## src/rtl/pipeline_wb_trace.sv

```systemverilog
// Write-back trace buffer: time-stamps accepted WB register writes into a FWFT FIFO.
// Optional trigger/freeze capture enabled by defining TRACE_TRIGGER_EN.
module pipeline_wb_trace #(
    parameter int unsigned DATA_W     = 32,
    parameter int unsigned REG_AW     = 5,
    parameter int unsigned DEPTH      = 16,
    parameter int unsigned CNT_W      = 16,
    parameter int unsigned FILTER_R0  = 1,
    parameter int unsigned POST_DEPTH = 4
) (
    input  logic                       clk,
    input  logic                       reset,
    input  logic                       clear,
    input  logic                       wb_valid,
    input  logic [REG_AW-1:0]          wb_reg,
    input  logic [DATA_W-1:0]          wb_data,
`ifdef TRACE_TRIGGER_EN
    input  logic                       arm,
    input  logic [REG_AW-1:0]          trig_reg,
    input  logic [DATA_W-1:0]          trig_data,
    input  logic [DATA_W-1:0]          trig_mask,
    output logic                       frozen,
`endif
    output logic                       rd_valid,
    input  logic                       rd_ready,
    output logic [REG_AW-1:0]          rd_reg,
    output logic [DATA_W-1:0]          rd_data,
    output logic [CNT_W-1:0]           rd_stamp,
    output logic [$clog2(DEPTH):0]     count,
    output logic                       overflow,
    output logic [CNT_W-1:0]           drop_cnt
);

    localparam int unsigned AW       = $clog2(DEPTH);
    localparam logic [AW:0] FULL_CNT = (AW+1)'(DEPTH);

    logic [REG_AW-1:0] reg_mem_q   [DEPTH];
    logic [DATA_W-1:0] data_mem_q  [DEPTH];
    logic [CNT_W-1:0]  stamp_mem_q [DEPTH];

    logic [AW-1:0]    wr_ptr_q, wr_ptr_d;
    logic [AW-1:0]    rd_ptr_q, rd_ptr_d;
    logic [AW:0]      count_q, count_d;
    logic             overflow_q, overflow_d;
    logic [CNT_W-1:0] drop_q, drop_d;
    logic [CNT_W-1:0] stamp_q, stamp_d;

    logic cap_en;
    logic filtered;
    logic accept;
    logic full;
    logic pop;
    logic push;
    logic lost;

`ifdef TRACE_TRIGGER_EN
    typedef enum logic [1:0] {
        ST_IDLE,
        ST_ARMED,
        ST_POST,
        ST_FROZEN
    } trig_state_e;

    localparam int unsigned PW        = $clog2(POST_DEPTH + 1) + 1;
    localparam logic [PW-1:0] POST_LD = PW'(POST_DEPTH);

    trig_state_e   state_q, state_d;
    logic [PW-1:0] post_cnt_q, post_cnt_d;
    logic          hit;

    assign cap_en = (state_q != ST_FROZEN);
    assign frozen = (state_q == ST_FROZEN);
    assign hit    = accept && (wb_reg == trig_reg)
                    && ((wb_data & trig_mask) == (trig_data & trig_mask));

    always_comb begin
        state_d    = state_q;
        post_cnt_d = post_cnt_q;
        case (state_q)
            ST_IDLE: begin
                if (arm) state_d = ST_ARMED;
            end
            ST_ARMED: begin
                if (hit) begin
                    post_cnt_d = POST_LD;
                    state_d    = (POST_DEPTH == 0) ? ST_FROZEN : ST_POST;
                end
            end
            ST_POST: begin
                if (push) begin
                    post_cnt_d = post_cnt_q - 1'b1;
                    if (post_cnt_q == PW'(1)) state_d = ST_FROZEN;
                end
            end
            default: ;
        endcase
        if (clear) begin
            state_d    = ST_IDLE;
            post_cnt_d = '0;
        end
    end

    always_ff @(posedge clk or posedge reset) begin
        if (reset) begin
            state_q    <= ST_IDLE;
            post_cnt_q <= '0;
        end else begin
            state_q    <= state_d;
            post_cnt_q <= post_cnt_d;
        end
    end
`else
    assign cap_en = 1'b1;
`endif

    assign filtered = (FILTER_R0 != 0) && (wb_reg == '0);
    assign accept   = wb_valid && !filtered && cap_en;
    assign full     = (count_q == FULL_CNT);
    assign rd_valid = (count_q != '0);
    assign pop      = rd_valid && rd_ready;
    // A pop frees the slot in the same cycle, so a full FIFO still takes the write.
    assign push     = accept && (!full || pop) && !clear;
    assign lost     = accept && full && !pop && !clear;

    always_comb begin
        wr_ptr_d   = wr_ptr_q;
        rd_ptr_d   = rd_ptr_q;
        count_d    = count_q;
        overflow_d = overflow_q;
        drop_d     = drop_q;
        stamp_d    = stamp_q + 1'b1;
        if (clear) begin
            wr_ptr_d   = '0;
            rd_ptr_d   = '0;
            count_d    = '0;
            overflow_d = 1'b0;
            drop_d     = '0;
        end else begin
            if (push) wr_ptr_d = wr_ptr_q + 1'b1;
            if (pop)  rd_ptr_d = rd_ptr_q + 1'b1;
            case ({push, pop})
                2'b10:   count_d = count_q + 1'b1;
                2'b01:   count_d = count_q - 1'b1;
                default: count_d = count_q;
            endcase
            if (lost) begin
                overflow_d = 1'b1;
                if (drop_q != '1) drop_d = drop_q + 1'b1;
            end
        end
    end

    always_ff @(posedge clk or posedge reset) begin
        if (reset) begin
            wr_ptr_q   <= '0;
            rd_ptr_q   <= '0;
            count_q    <= '0;
            overflow_q <= 1'b0;
            drop_q     <= '0;
            stamp_q    <= '0;
        end else begin
            wr_ptr_q   <= wr_ptr_d;
            rd_ptr_q   <= rd_ptr_d;
            count_q    <= count_d;
            overflow_q <= overflow_d;
            drop_q     <= drop_d;
            stamp_q    <= stamp_d;
        end
    end

    always_ff @(posedge clk) begin
        if (push) begin
            reg_mem_q[wr_ptr_q]   <= wb_reg;
            data_mem_q[wr_ptr_q]  <= wb_data;
            stamp_mem_q[wr_ptr_q] <= stamp_q;
        end
    end

    assign rd_reg   = rd_valid ? reg_mem_q[rd_ptr_q]   : '0;
    assign rd_data  = rd_valid ? data_mem_q[rd_ptr_q]  : '0;
    assign rd_stamp = rd_valid ? stamp_mem_q[rd_ptr_q] : '0;
    assign count    = count_q;
    assign overflow = overflow_q;
    assign drop_cnt = drop_q;

endmodule

```

## config.mk

```make
export PLATFORM = sky130hd
export DESIGN_NAME = pipeline_wb_trace
export DESIGN_NICKNAME = d
export VERILOG_FILES = /design/src/rtl/pipeline_wb_trace.sv
export SDC_FILE = /design/constraint.sdc
export NUM_CORES = 1
export LEC_CHECK = 0
export ABC_AREA = 1
export ABC_CLOCK_PERIOD_IN_PS = 13510
export BUFFER_PORTS_ARGS = -buffer_cell sky130_fd_sc_hd__buf_2
export CAP_MARGIN = 20
export CORE_MARGIN = 3
export CORE_UTILIZATION = 50
export DETAILED_ROUTE_END_ITERATION = 10
export GPL_ROUTABILITY_DRIVEN = 1
export PLACE_DENSITY = 0.71
export SLEW_MARGIN = 5
export SYNTH_ARGS = -nofsm -noshare
export SYNTH_HDL_FRONTEND = slang
export SYNTH_SLANG_ARGS = --single-unit
```

## constraint.sdc

```tcl
create_clock -name clk -period 13.51 [get_ports clk]
set_clock_uncertainty 0.05 [all_clocks]
set_input_delay 1.351 -clock clk [delete_from_list [all_inputs] [get_ports clk]]
set_output_delay 1.351 -clock clk [all_outputs]
set_load 0.1 [all_outputs]
```

==> results_dict.tcl, run 1 <==
set metrics [dict create \
    status "completed" \
    hold_viol_final 0 \
    p_per_area_nw_per_um2 195.4 \
    synth_nets 2624 \
    fin_area_um2 39420 \
    dieWidth_um 271.4 \
    yosysSeqAreaShare 0.7559 \
    wirelength_um 88630 \
    die_height_um 271.4 \
    ctsResizeCount 0 \
    tns_ns 0 \
    htreeDepth 3 \
    post-cts-setup-buffers 0 \
    yosys-top-cells-area "edfxtp_1 72%, o21ai_0 6.2%, nor2_1 4.9%, o221ai_1 3.9%, dfrtp_1 3.3%" \
    hp-start "overflow" \
    max_stage_delay_ns 1.08 \
    core-area_um2 69190 \
    slowest_stage "dfrtp_4" \
    drcViolationCount 0 \
    synth_edf_count 848 \
    end_kind "output port" \
    critPathMaxFanout 106 \
    overflow 0 \
    r2r_slack_ns 10.09 \
    cp.arrival_ns 4.87 \
    drtAntennaViolNets 0 \
    p_int_w 0.004779 \
    timing.final.ws_setup_ns 7.238 \
    seqPwrFrac 0.405 \
    max_cap_viol_count 0 \
    fillers 5307 \
    cp_cell_sequence "buf_4 > buf_16 > buf_4 > buf_16 > o21ai_0 > o221ai_1 > o211ai_1 > a21oi_1 > buf_2" \
    clk_pin_slew_ns 0.06 \
    avgViaCountPerCell 6.206 \
    seq_area_um2 26630 \
    io_pins 118 \
    yosysTopAreaCell "edfxtp_1" \
    slew_viol_final 0 \
    multi_input_area_um2 7719 \
    cts_tree "yes" \
    dr.pass1.iters 5 \
    std_cell_rows 96 \
    async_flop_share 0.05145 \
    place.gp.congestion 0.7883 \
    finalCriticalPeriod_ns 6.272 \
    reg2reg_to "data_mem_q[8][23]" \
    portBuffers 117 \
    wl_per_cell_um 24.35 \
    ys_warn_count 0 \
    layout.nets 2687 \
    antenna_found_initial 7 \
    comb_power_share 0.295 \
    swShare 0.3795 \
    start_kind "flip-flop" \
    postSynthCellCount 2573 \
    peakVddDrop_mv 0.1734 \
    ys_seq_elements 894 \
    p_sw_w 0.002923 \
    syn_area_um2 35210 \
    whs_ns 0.4674 \
    area_delta_synth_final_pct 11.95 \
    grt_pass1_wl_um 134600 \
    leakage_nw 13.04 \
    whs_endpoint "overflow" \
    yosys.area.top_type_share 0.7232 \
    drt_iter0_markers 2835 \
    postPlaceCellArea_um2 36540 \
    cts_inserted_buffers 89 \
    dpl.hpwl_um 41680 \
    worst_slew_pin_slew_ns 1.183 \
    dieArea_um2 73640 \
    drive_above_1_share 0.1164 \
    synth_ff_type "edfxtp_1" \
    clkPwrFrac 0.300 \
    cts_max_path_buffers 3 \
    gr-usage-met3 0.04207 \
    worstReg2RegStart "count[0]" \
    setup_viol 0 \
    fin_crit_sh 0.4642 \
    grt_max_degree 208 \
    cts_root_buffer "clkbuf_16" \
    use_met1 0.3105 \
    top_usage_layer "met2" \
    grt.total_usage 0.2383 \
    crit_type "flip-flop to output port" \
    synth.avg_cell_area_um2 13.68 \
    cts_hold_buf 0 \
    r2r.worst_path.cells 7 \
    hold_path.class "flip-flop to flip-flop" \
    grt_pass1_vias 22430 \
    required_ns 12.11 \
    rsz0062_at_grt "false" \
    insertion_delay_ns 0.64 \
    ys_types 33 \
    max_freq_mhz 159.4 \
    cts_num_sinks 894 \
    vias 22590 \
    min_path_cells 2 \
    met2_usage 0.3995 \
    relSlewSlack 0.2116 \
    dpl_worst_slack_ns 7.284 \
    initial_core_util 0.5089 \
]
## final cells by class
cell class,count,share of cell area
diodes,3,0.0001905
flip-flops and latches,894,0.6755
inverters,50,0.005015
well taps,931,0.02955
repair buffers,156,0.02533
clock buffers,111,0.05993
multi-input cells,1445,0.1958
clock inverters,50,0.008634
## registers in the layout, summed over array words and instances (netlist names)
name,flops
data_mem_q,512
stamp_mem_q,256
reg_mem_q,80
drop_cnt,16
stamp_q,16
count,5
rd_ptr_q,4
wr_ptr_q,4
overflow,1
## how the worst max path moves through the flow
| stage | startpoint | to | slack, ns |
|---|---|---|---|
| floorplan | rd_ready | data_mem_q[12][0] | 7.52 |
| global placement | rd_ptr_q[0] | rd_stamp[1] | 7.43 |
| detailed placement | rd_ptr_q[0] | rd_data[31] | 7.28 |
| CTS | rd_ptr_q[0] | rd_data[31] | 6.57 |
| global route | rd_ptr_q[0] | rd_stamp[1] | 7.00 |
| finish | rd_ptr_q[0] | rd_data[31] | 7.24 |
## power by group through the flow
| stage | logic, W | clock network [W] | registers, W |
|---|---|---|---|
| CTS | 0.00224 | 0.00235 | 0.00312 |
| global route | 0.00241 | 0.00246 | 0.00313 |
| detailed placement | 0.00223 | 0 | 0.00318 |
| global placement | 0.00219 | 0 | 0.00318 |
| finish | 0.00227 | 0.00231 | 0.00312 |
| floorplan | 0.00175 | 0 | 0.00318 |
## layout by cell type, fill, tap and decap left out, types with 2 or more instances in the layout
cell         n
a21oi_1     62
buf_16       6
buf_2      117
buf_4       33
bufinv_16    3
clkbuf_1    19
clkbuf_16   91
clkinv_1    26
clkinv_2    14
dfrtp_1     42
dfrtp_4      3
diode_2      3
edfxtp_1   848
ha_1         9
inv_1       39
inv_16       2
inv_2        9
inv_6        3
nand2_1     62
nand2_2      2
nand3_1     80
nand3_2      3
nand4_1      9
nor2_1     448
nor2_2       2
nor2_4      12
nor3_1       8
nor3_2       4
nor3b_2      2
nor4_1       2
o211ai_1    54
o21ai_0    436
o21ai_1      8
o221ai_1   158
o22ai_1     54
o31ai_1      5
xnor2_1      9
xor2_1      12
## worst max-delay path, delay by kind of cell, from the launching register on
kind / cells / cell delay [ns]
AO/OA/AOI/OAI: 4 / 0.99
buffers and inverters: 5 / 1.97
flip-flops: 1 / 1.08
## synthesized netlist by cell type, drive strengths merged, types with 12 or more instances
library cell / instances
nand2: 64
nor3: 13
nor2: 462
dfrtp: 46
o22ai: 54
inv: 50
o21ai: 445
clkbuf: 132
edfxtp: 848
buf: 52
a21oi: 62
nand3: 83
o221ai: 158
xor2: 12
o211ai: 54
## kinds of logic (layout without fill, tap and decap cells)
kind of cell	Yosys count	after routing	synth area share
adders and majority gates	9	9	0.003198
buffers and inverters	234	367	0.02804
DFF	894	894	0.7559
and+or+nand+nor	636	636	0.07359
other	0	3	0
AOI/OAI and AO/OA	779	779	0.1341
xor gates and xnor gates	21	21	0.005224
## layer usage
layer	share of wire	vias to the layer above	wire, um
met2	0.49	1126	43510
met1	0.39	11320	34650
met5	0.00055	-	49
li1	-	9919	-
met3	0.085	221	7560
met4	0.032	6	2860
## through the flow
stage | instances | power, W | utilization
after floorplan | 2573 | 0.004933 | -
after global placement | 3470 | 0.005365 | 0.5282
after detailed placement | 3470 | 0.005413 | 0.5282
after CTS | 3631 | 0.007705 | 0.5672
after global routing | 3639 | 0.007996 | 0.5697
final | 3640 | 0.007703 | 0.5697
Power figures use the tool's default switching activity.
==> run 2, diff against run 1 <==
--- a/config.mk
+++ b/config.mk
@@ -5,15 +5,15 @@
 export SDC_FILE = /design/constraint.sdc
 export NUM_CORES = 1
 export LEC_CHECK = 0
-export ABC_AREA = 1
-export ABC_CLOCK_PERIOD_IN_PS = 13510
+export ABC_AREA = 0
+export ABC_CLOCK_PERIOD_IN_PS = 5390
 export BUFFER_PORTS_ARGS = -buffer_cell sky130_fd_sc_hd__buf_2
 export CAP_MARGIN = 20
 export CORE_MARGIN = 3
 export CORE_UTILIZATION = 50
 export DETAILED_ROUTE_END_ITERATION = 10
 export GPL_ROUTABILITY_DRIVEN = 1
-export PLACE_DENSITY = 0.71
+export PLACE_DENSITY = 0.74
 export SLEW_MARGIN = 5
 export SYNTH_ARGS = -nofsm -noshare
 export SYNTH_HDL_FRONTEND = slang
==> constraint.sdc (replaced) <==
create_clock -name clk -period 5.39 [get_ports clk]
set_clock_uncertainty 0.05 [all_clocks]
set_input_delay 0.539 -clock clk [delete_from_list [all_inputs] [get_ports clk]]
set_output_delay 0.539 -clock clk [all_outputs]
set_load 0.1 [all_outputs]
==> results_dict.tcl, run 2 <==
set metrics [dict create \
    status "completed" \
    drtAntennaViolNets 0 \
    htreeDepth 3 \
    leakage_nw 12.43 \
    post-cts-setup-buffers 0 \
    max_cap_viol_count 0 \
    io_pins 118 \
    overflow 0 \
    yosys-top-cells-area "edfxtp_1 73%, mux4_2 17%, dfrtp_1 3.3%, and2_1 1.2%, buf_6 0.58%" \
    syn_area_um2 34800 \
    met2_usage 0.3392 \
    synth_edf_count 848 \
    start_kind "flip-flop" \
    hold_path.class "input pin to async pin" \
    cp_common_cell "mux4_2" \
    cts_num_sinks 894 \
    yosysTopAreaCell "edfxtp_1" \
    grt_pass1_vias 17110 \
    vias 16190 \
    dpl_worst_slack_ns 1.857 \
    finalCriticalPeriod_ns 4.132 \
    postSynthCellCount 1508 \
    dieWidth_um 269.8 \
    insertion_delay_ns 0.64 \
    worstReg2RegStart "count[1]" \
    drive_above_1_share 0.3189 \
    rsz0062_at_grt "false" \
    slowest_stage "dfrtp_4" \
    drt_iter0_markers 1697 \
    relSlewSlack 0.2709 \
    tns_ns 0 \
    grt_pass1_wl_um 111700 \
    synth_nets 1559 \
    grt.total_usage 0.2071 \
    crit_family "flip-flops" \
    crit_buf_inv 2 \
    worst_slew_pin_slew_ns 1.094 \
    layout.nets 1721 \
    yosys.area.top_type_share 0.7317 \
    top_usage_layer "met2" \
    dpl.hpwl_um 36100 \
    ys_seq_elements 894 \
    cp_cell_sequence "buf_12 > mux4_2 > mux4_2 > and2_1 > buf_2" \
    crit_type "flip-flop to output port" \
    slew_viol_final 0 \
    antenna_found_initial 6 \
    grt_max_degree 75 \
    setup_viol 0 \
    cts_inserted_buffers 87 \
    place.gp.congestion 0.7693 \
    reg_top3 "data_mem_q x512, stamp_mem_q x256, reg_mem_q x80" \
    ctsResizeCount 0 \
    max_stage_delay_ns 0.91 \
    initial_core_util 0.5056 \
    die_height_um 269.8 \
    max_freq_mhz 242.0 \
    cts_tree "yes" \
    end_kind "output port" \
    critPathMaxFanout 74 \
    wl_per_cell_um 27.85 \
    portBuffers 117 \
    largest_reg_flops 512 \
    cts_root_buffer "clkbuf_16" \
    p_per_area_nw_per_um2 476.1 \
    use_met1 0.2886 \
    dr.pass1.iters 5 \
    final_common_cell "edfxtp_1" \
    drcViolationCount 0 \
    fin_crit_sh 0.7666 \
    hold_viol_final 0 \
    clk_pin_slew_ns 0.06 \
    largest_register "data_mem_q" \
    gr-usage-met3 0.03687 \
    yosysMostFrequentCell "edfxtp_1" \
    yosysSeqAreaShare 0.7648 \
    cts_hold_buf 0 \
    synth_commonest_cells "848 x edfxtp_1, 259 x mux4_2, 67 x and2_1" \
    power_w 0.01871 \
    crit_start "rd_ptr_q[1]" \
    timing.final.ws_setup_ns 1.258 \
    synth.avg_cell_area_um2 23.08 \
    cts_max_path_buffers 3 \
    wirelength_um 74350 \
    synth_ff_type "edfxtp_1" \
    layout_common_cells "848 x edfxtp_1, 259 x mux4_2, 117 x buf_2, 89 x clkbuf_16, 55 x and2_1" \
    ys_types 49 \
    core-area_um2 68830 \
    ys_warn_count 0 \
    dieArea_um2 72800 \
    required_ns 4.80 \
    peakVddDrop_mv 0.3151 \
    async_flop_share 0.05145 \
    cp.arrival_ns 3.54 \
    std_cell_rows 96 \
    avgViaCountPerCell 6.064 \
    area_delta_synth_final_pct 12.94 \
]
[run 2: changes by cell type in the layout (fill, tap and decap cells not counted), moves of 14 or more]
| cell | previous run | this run |
|---|---|---|
| o22ai_1 | 54 | 0 |
| nand3_1 | 80 | 24 |
| xnor2_1 | 9 | 23 |
| nor2_1 | 448 | 33 |
| o211ai_1 | 54 | 1 |
| a21oi_1 | 62 | 5 |
| and2_1 | 0 | 55 |
| mux4_2 | 0 | 259 |
| o21ai_0 | 436 | 2 |
| o221ai_1 | 158 | 0 |
| nand2_1 | 62 | 15 |
| inv_1 | 39 | 11 |
[run 2: tightest hold or removal path, delay by kind of cell]
| kind | cells | cell delay (ns) |
|---|---|---|
| buffers and inverters | 3 | 0.67 |
[run 2: cell type report]
type                       count  area, um^2
multi-input combinational    529        7770
antenna                        2       5.005
clock inverter                42       447.9
fill                        4779       29520
clock buffer                 114        2351
inverter                      12       45.04
sequential                   894       26630
tap                          931        1165
timing repair buffer         146       890.9
[run 2: power breakdown]
part / internal [W] / switching [W] / leakage (nW) / total, W
logic: 0.00132 / 0.00365 / 2.72 / 0.00497
registers: 0.00767 / 0.000123 / 8.36 / 0.00779
clock network: 0.00346 / 0.00249 / 1.35 / 0.00595
total: 0.0124 / 0.00626 / 12.4 / 0.0187
[run 2: metal layers]
metal / wire length [um] / share of wire
met5: 22 / 0.00030
met4: 1685 / 0.023
met3: 5221 / 0.070
met2: 37740 / 0.51
met1: 29680 / 0.40
[run 2: final timing paths]
kind / endpoint / slack (ns) / cells past startpoint
worst max register to register: stamp_mem_q[13][0] / 2.24 / 6
worst max-delay path: rd_stamp[4] / 1.26 / 5
max in group asynchronous: rd_ptr_q[0] / 4.72 / 3
min in group clk: rd_ptr_q[1] / 0.20 / 3
worst min-delay path: stamp_q[2] / 0.04 / 3
worst min register to register: overflow / 0.48 / 2
[run 2: cell families after synthesis]
group	Yosys count	share of synthesized area
compound gates	27	0.005825
xor+xnor	31	0.007802
fa+ha+maj	9	0.003236
buf+inv	85	0.01373
flops	894	0.7648
mux	270	0.1737
simple gates	192	0.03088
[run 2: stage by stage]
step	area, um^2	util	hold WS, ns	instances
floorplan	34800	-	0.5001	1508
global placement	36500	0.5303	0.4561	2512
detailed placement	36500	0.5303	0.4773	2512
CTS	39300	0.5710	0.03303	2668
global route	39300	0.5710	0.09822	2669
finish	39310	0.5711	0.04055	2670
==> run 3, diff against run 2 <==
--- a/config.mk
+++ b/config.mk
@@ -6,7 +6,7 @@
 export NUM_CORES = 1
 export LEC_CHECK = 0
 export ABC_AREA = 0
-export ABC_CLOCK_PERIOD_IN_PS = 5390
+export ABC_CLOCK_PERIOD_IN_PS = 3400
 export BUFFER_PORTS_ARGS = -buffer_cell sky130_fd_sc_hd__buf_2
 export CAP_MARGIN = 20
 export CORE_MARGIN = 3
==> constraint.sdc (replaced) <==
create_clock -name clk -period 3.4 [get_ports clk]
set_clock_uncertainty 0.05 [all_clocks]
set_input_delay 0.34 -clock clk [delete_from_list [all_inputs] [get_ports clk]]
set_output_delay 0.34 -clock clk [all_outputs]
set_load 0.1 [all_outputs]
==> results_dict.tcl, run 3 (same netlist as run 2, synthesis figures left out) <==
set metrics [dict create \
    status "complete, but fails checks" \
    failed_checks "setup timing" \
    max_freq_mhz 287.4 \
    end_kind "output port" \
    cts_max_path_buffers 3 \
    dpl.hpwl_um 40220 \
    grt_pass1_wl_um 118500 \
    dieWidth_um 269.8 \
    cts_inserted_buffers 90 \
    hold_viol_final 0 \
    io_pins 118 \
    hp-start "wb_data[8]" \
    cp_cell_sequence "buf_12 > buf_12 > buf_16 > buf_8 > buf_6 > mux4_2 > mux4_2 > and2_4 > buf_12" \
    grt_max_degree 61 \
    grt_pass1_vias 17910 \
    cts_num_sinks 894 \
    whs_ns 0.03266 \
    finalNonFillerCells 2760 \
    required_ns 3.01 \
    avgViaCountPerCell 6.114 \
    largest_reg_flops 512 \
    reg_top3 "data_mem_q x512, stamp_mem_q x256, reg_mem_q x80" \
    slowest_stage "dfrtp_4" \
    clk_pin_slew_ns 0.06 \
    cp_common_cell "buf_12" \
    worstReg2RegStart "count[1]" \
    dr.pass1.iters 5 \
    antenna_found_initial 5 \
    portBuffers 117 \
    cp.arrival_ns 3.09 \
    rsz0062_at_grt "true" \
    relSlewSlack 0.4813 \
    initial_core_util 0.5056 \
    max_cap_viol_count 0 \
    htreeDepth 3 \
    slew_viol_final 0 \
    wl_per_cell_um 29.08 \
    drtAntennaViolNets 0 \
    max_stage_delay_ns 0.52 \
    fin_crit_sh 1.023 \
    hold_path.class "input pin to flip-flop" \
    vias 16880 \
    drcViolationCount 0 \
    die_height_um 269.8 \
    grt.total_usage 0.2214 \
    dieArea_um2 72800 \
    r2r.worst_path.cells 8 \
    setup_viol 6 \
    area_delta_synth_final_pct 18.52 \
    finalCriticalPeriod_ns 3.479 \
    whs_endpoint "data_mem_q[2][8]" \
    timing.final.ws_setup_ns -0.07906 \
    final_common_cell "edfxtp_1" \
    wirelength_um 80250 \
    min_path_cells 1 \
    core-area_um2 68830 \
    start_kind "flip-flop" \
    reg2reg_to "count[2]" \
    overflow 0 \
    std_cell_rows 96 \
    p_per_area_nw_per_um2 768.5 \
    worst_slew_pin_slew_ns 0.7769 \
    cts_tree "yes" \
    place.gp.congestion 0.7846 \
    critPathMaxFanout 5 \
    peakVddDrop_mv 0.7643 \
    drt_iter0_markers 1672 \
    crit_type "flip-flop to output port" \
    cts_root_buffer "clkbuf_16" \
    drive_above_1_share 0.3547 \
    r2r_slack_ns 0.67 \
    dp.cells 2552 \
    insertion_delay_ns 0.63 \
    largest_register "data_mem_q" \
    layout_common_cells "848 x edfxtp_1, 262 x mux4_2, 94 x clkbuf_16, 68 x buf_2, 54 x buf_12" \
    layout.nets 1805 \
    leakage_nw 13.23 \
]
[run 3: changes by cell type in the layout (fill, tap and decap cells not counted), sizes merged]
cell / delta
buf: +63
bufbuf: +1
bufinv: -1
clkbuf: +6
clkinv: +2
dlygate4sd3: +14
inv: +5
[run 3: cell type report]
| type | instances | area (um^2) |
|---|---|---|
| Clock inverter | 48 | 456.7 |
| Timing Repair Buffer | 227 | 2694 |
| Antenna cell | 2 | 5.005 |
| Fill cell | 4600 | 27580 |
| Inverter | 12 | 45.04 |
| Tap cell | 931 | 1165 |
| Multi-Input combinational cell | 529 | 7804 |
| Sequential cell | 894 | 26630 |
| Clock buffer | 117 | 2446 |
[run 3: critical path, delay by kind of cell (launching register included)]
kind                   cells  cell delay [ns]
flip-flops                 1             0.52
AND/OR/NAND/NOR            1             0.19
buffers and inverters      6             0.84
multiplexers               2             0.90
[run 3: what timing repair did]
action                                  4_1_cts  5_1_grt
buffers inserted                             14        5
endpoints found under the hold margin       131        0
hold buffers                                 14        0
resized for setup                           120       62
pin swaps                                     0        0
endpoints found under the setup margin       51       47
cloned                                        6        3
[run 3: routing by layer]
layer / share of wire / global-route usage / wire length (um)
met4: 0.024 / 0.06866 / 1923
met1: 0.38 / 0.3048 / 30510
met2: 0.50 / 0.3638 / 40440
met3: 0.091 / 0.04335 / 7339
met5: 0.00042 / 0 / 34
[run 3: report_power, final]
part / total, W / internal, W / switching (W)
combinational: 0.00971 / 0.00347 / 0.00624
sequential: 0.0123 / 0.0122 / 0.000108
clock: 0.00973 / 0.00562 / 0.00411
total: 0.0317 / 0.0212 / 0.0105
[run 3: per-stage QoR]
step / area, um^2 / util / total power [W] / setup WS (ns) / TNS, ns
floorplan: 34830 / - / 0.01904 / -0.4548 / -96.41
global placement: 37210 / 0.5407 / 0.02065 / 0.4211 / 0
detailed placement: 37210 / 0.5407 / 0.02070 / 0.3794 / 0
CTS: 41000 / 0.5956 / 0.03145 / -0.05857 / -0.4147
global route: 41240 / 0.5992 / 0.03257 / -0.1125 / -0.8479
finish: 41250 / 0.5993 / 0.03170 / -0.07906 / -0.1776
[run 3: worst max path at each step]
stage | from | to | slack, ns
5_1_grt | rd_ptr_q[0] | rd_data[4] | -0.11
4_1_cts | rd_ptr_q[0] | rd_data[4] | -0.06
2_1_floorplan | count[1] | data_mem_q[7][0] | -0.45
3_5_place_dp | rd_ptr_q[0] | rd_reg[4] | 0.38
6_report | rd_ptr_q[0] | rd_data[4] | -0.08
3_3_place_gp | rd_ptr_q[0] | rd_reg[4] | 0.42
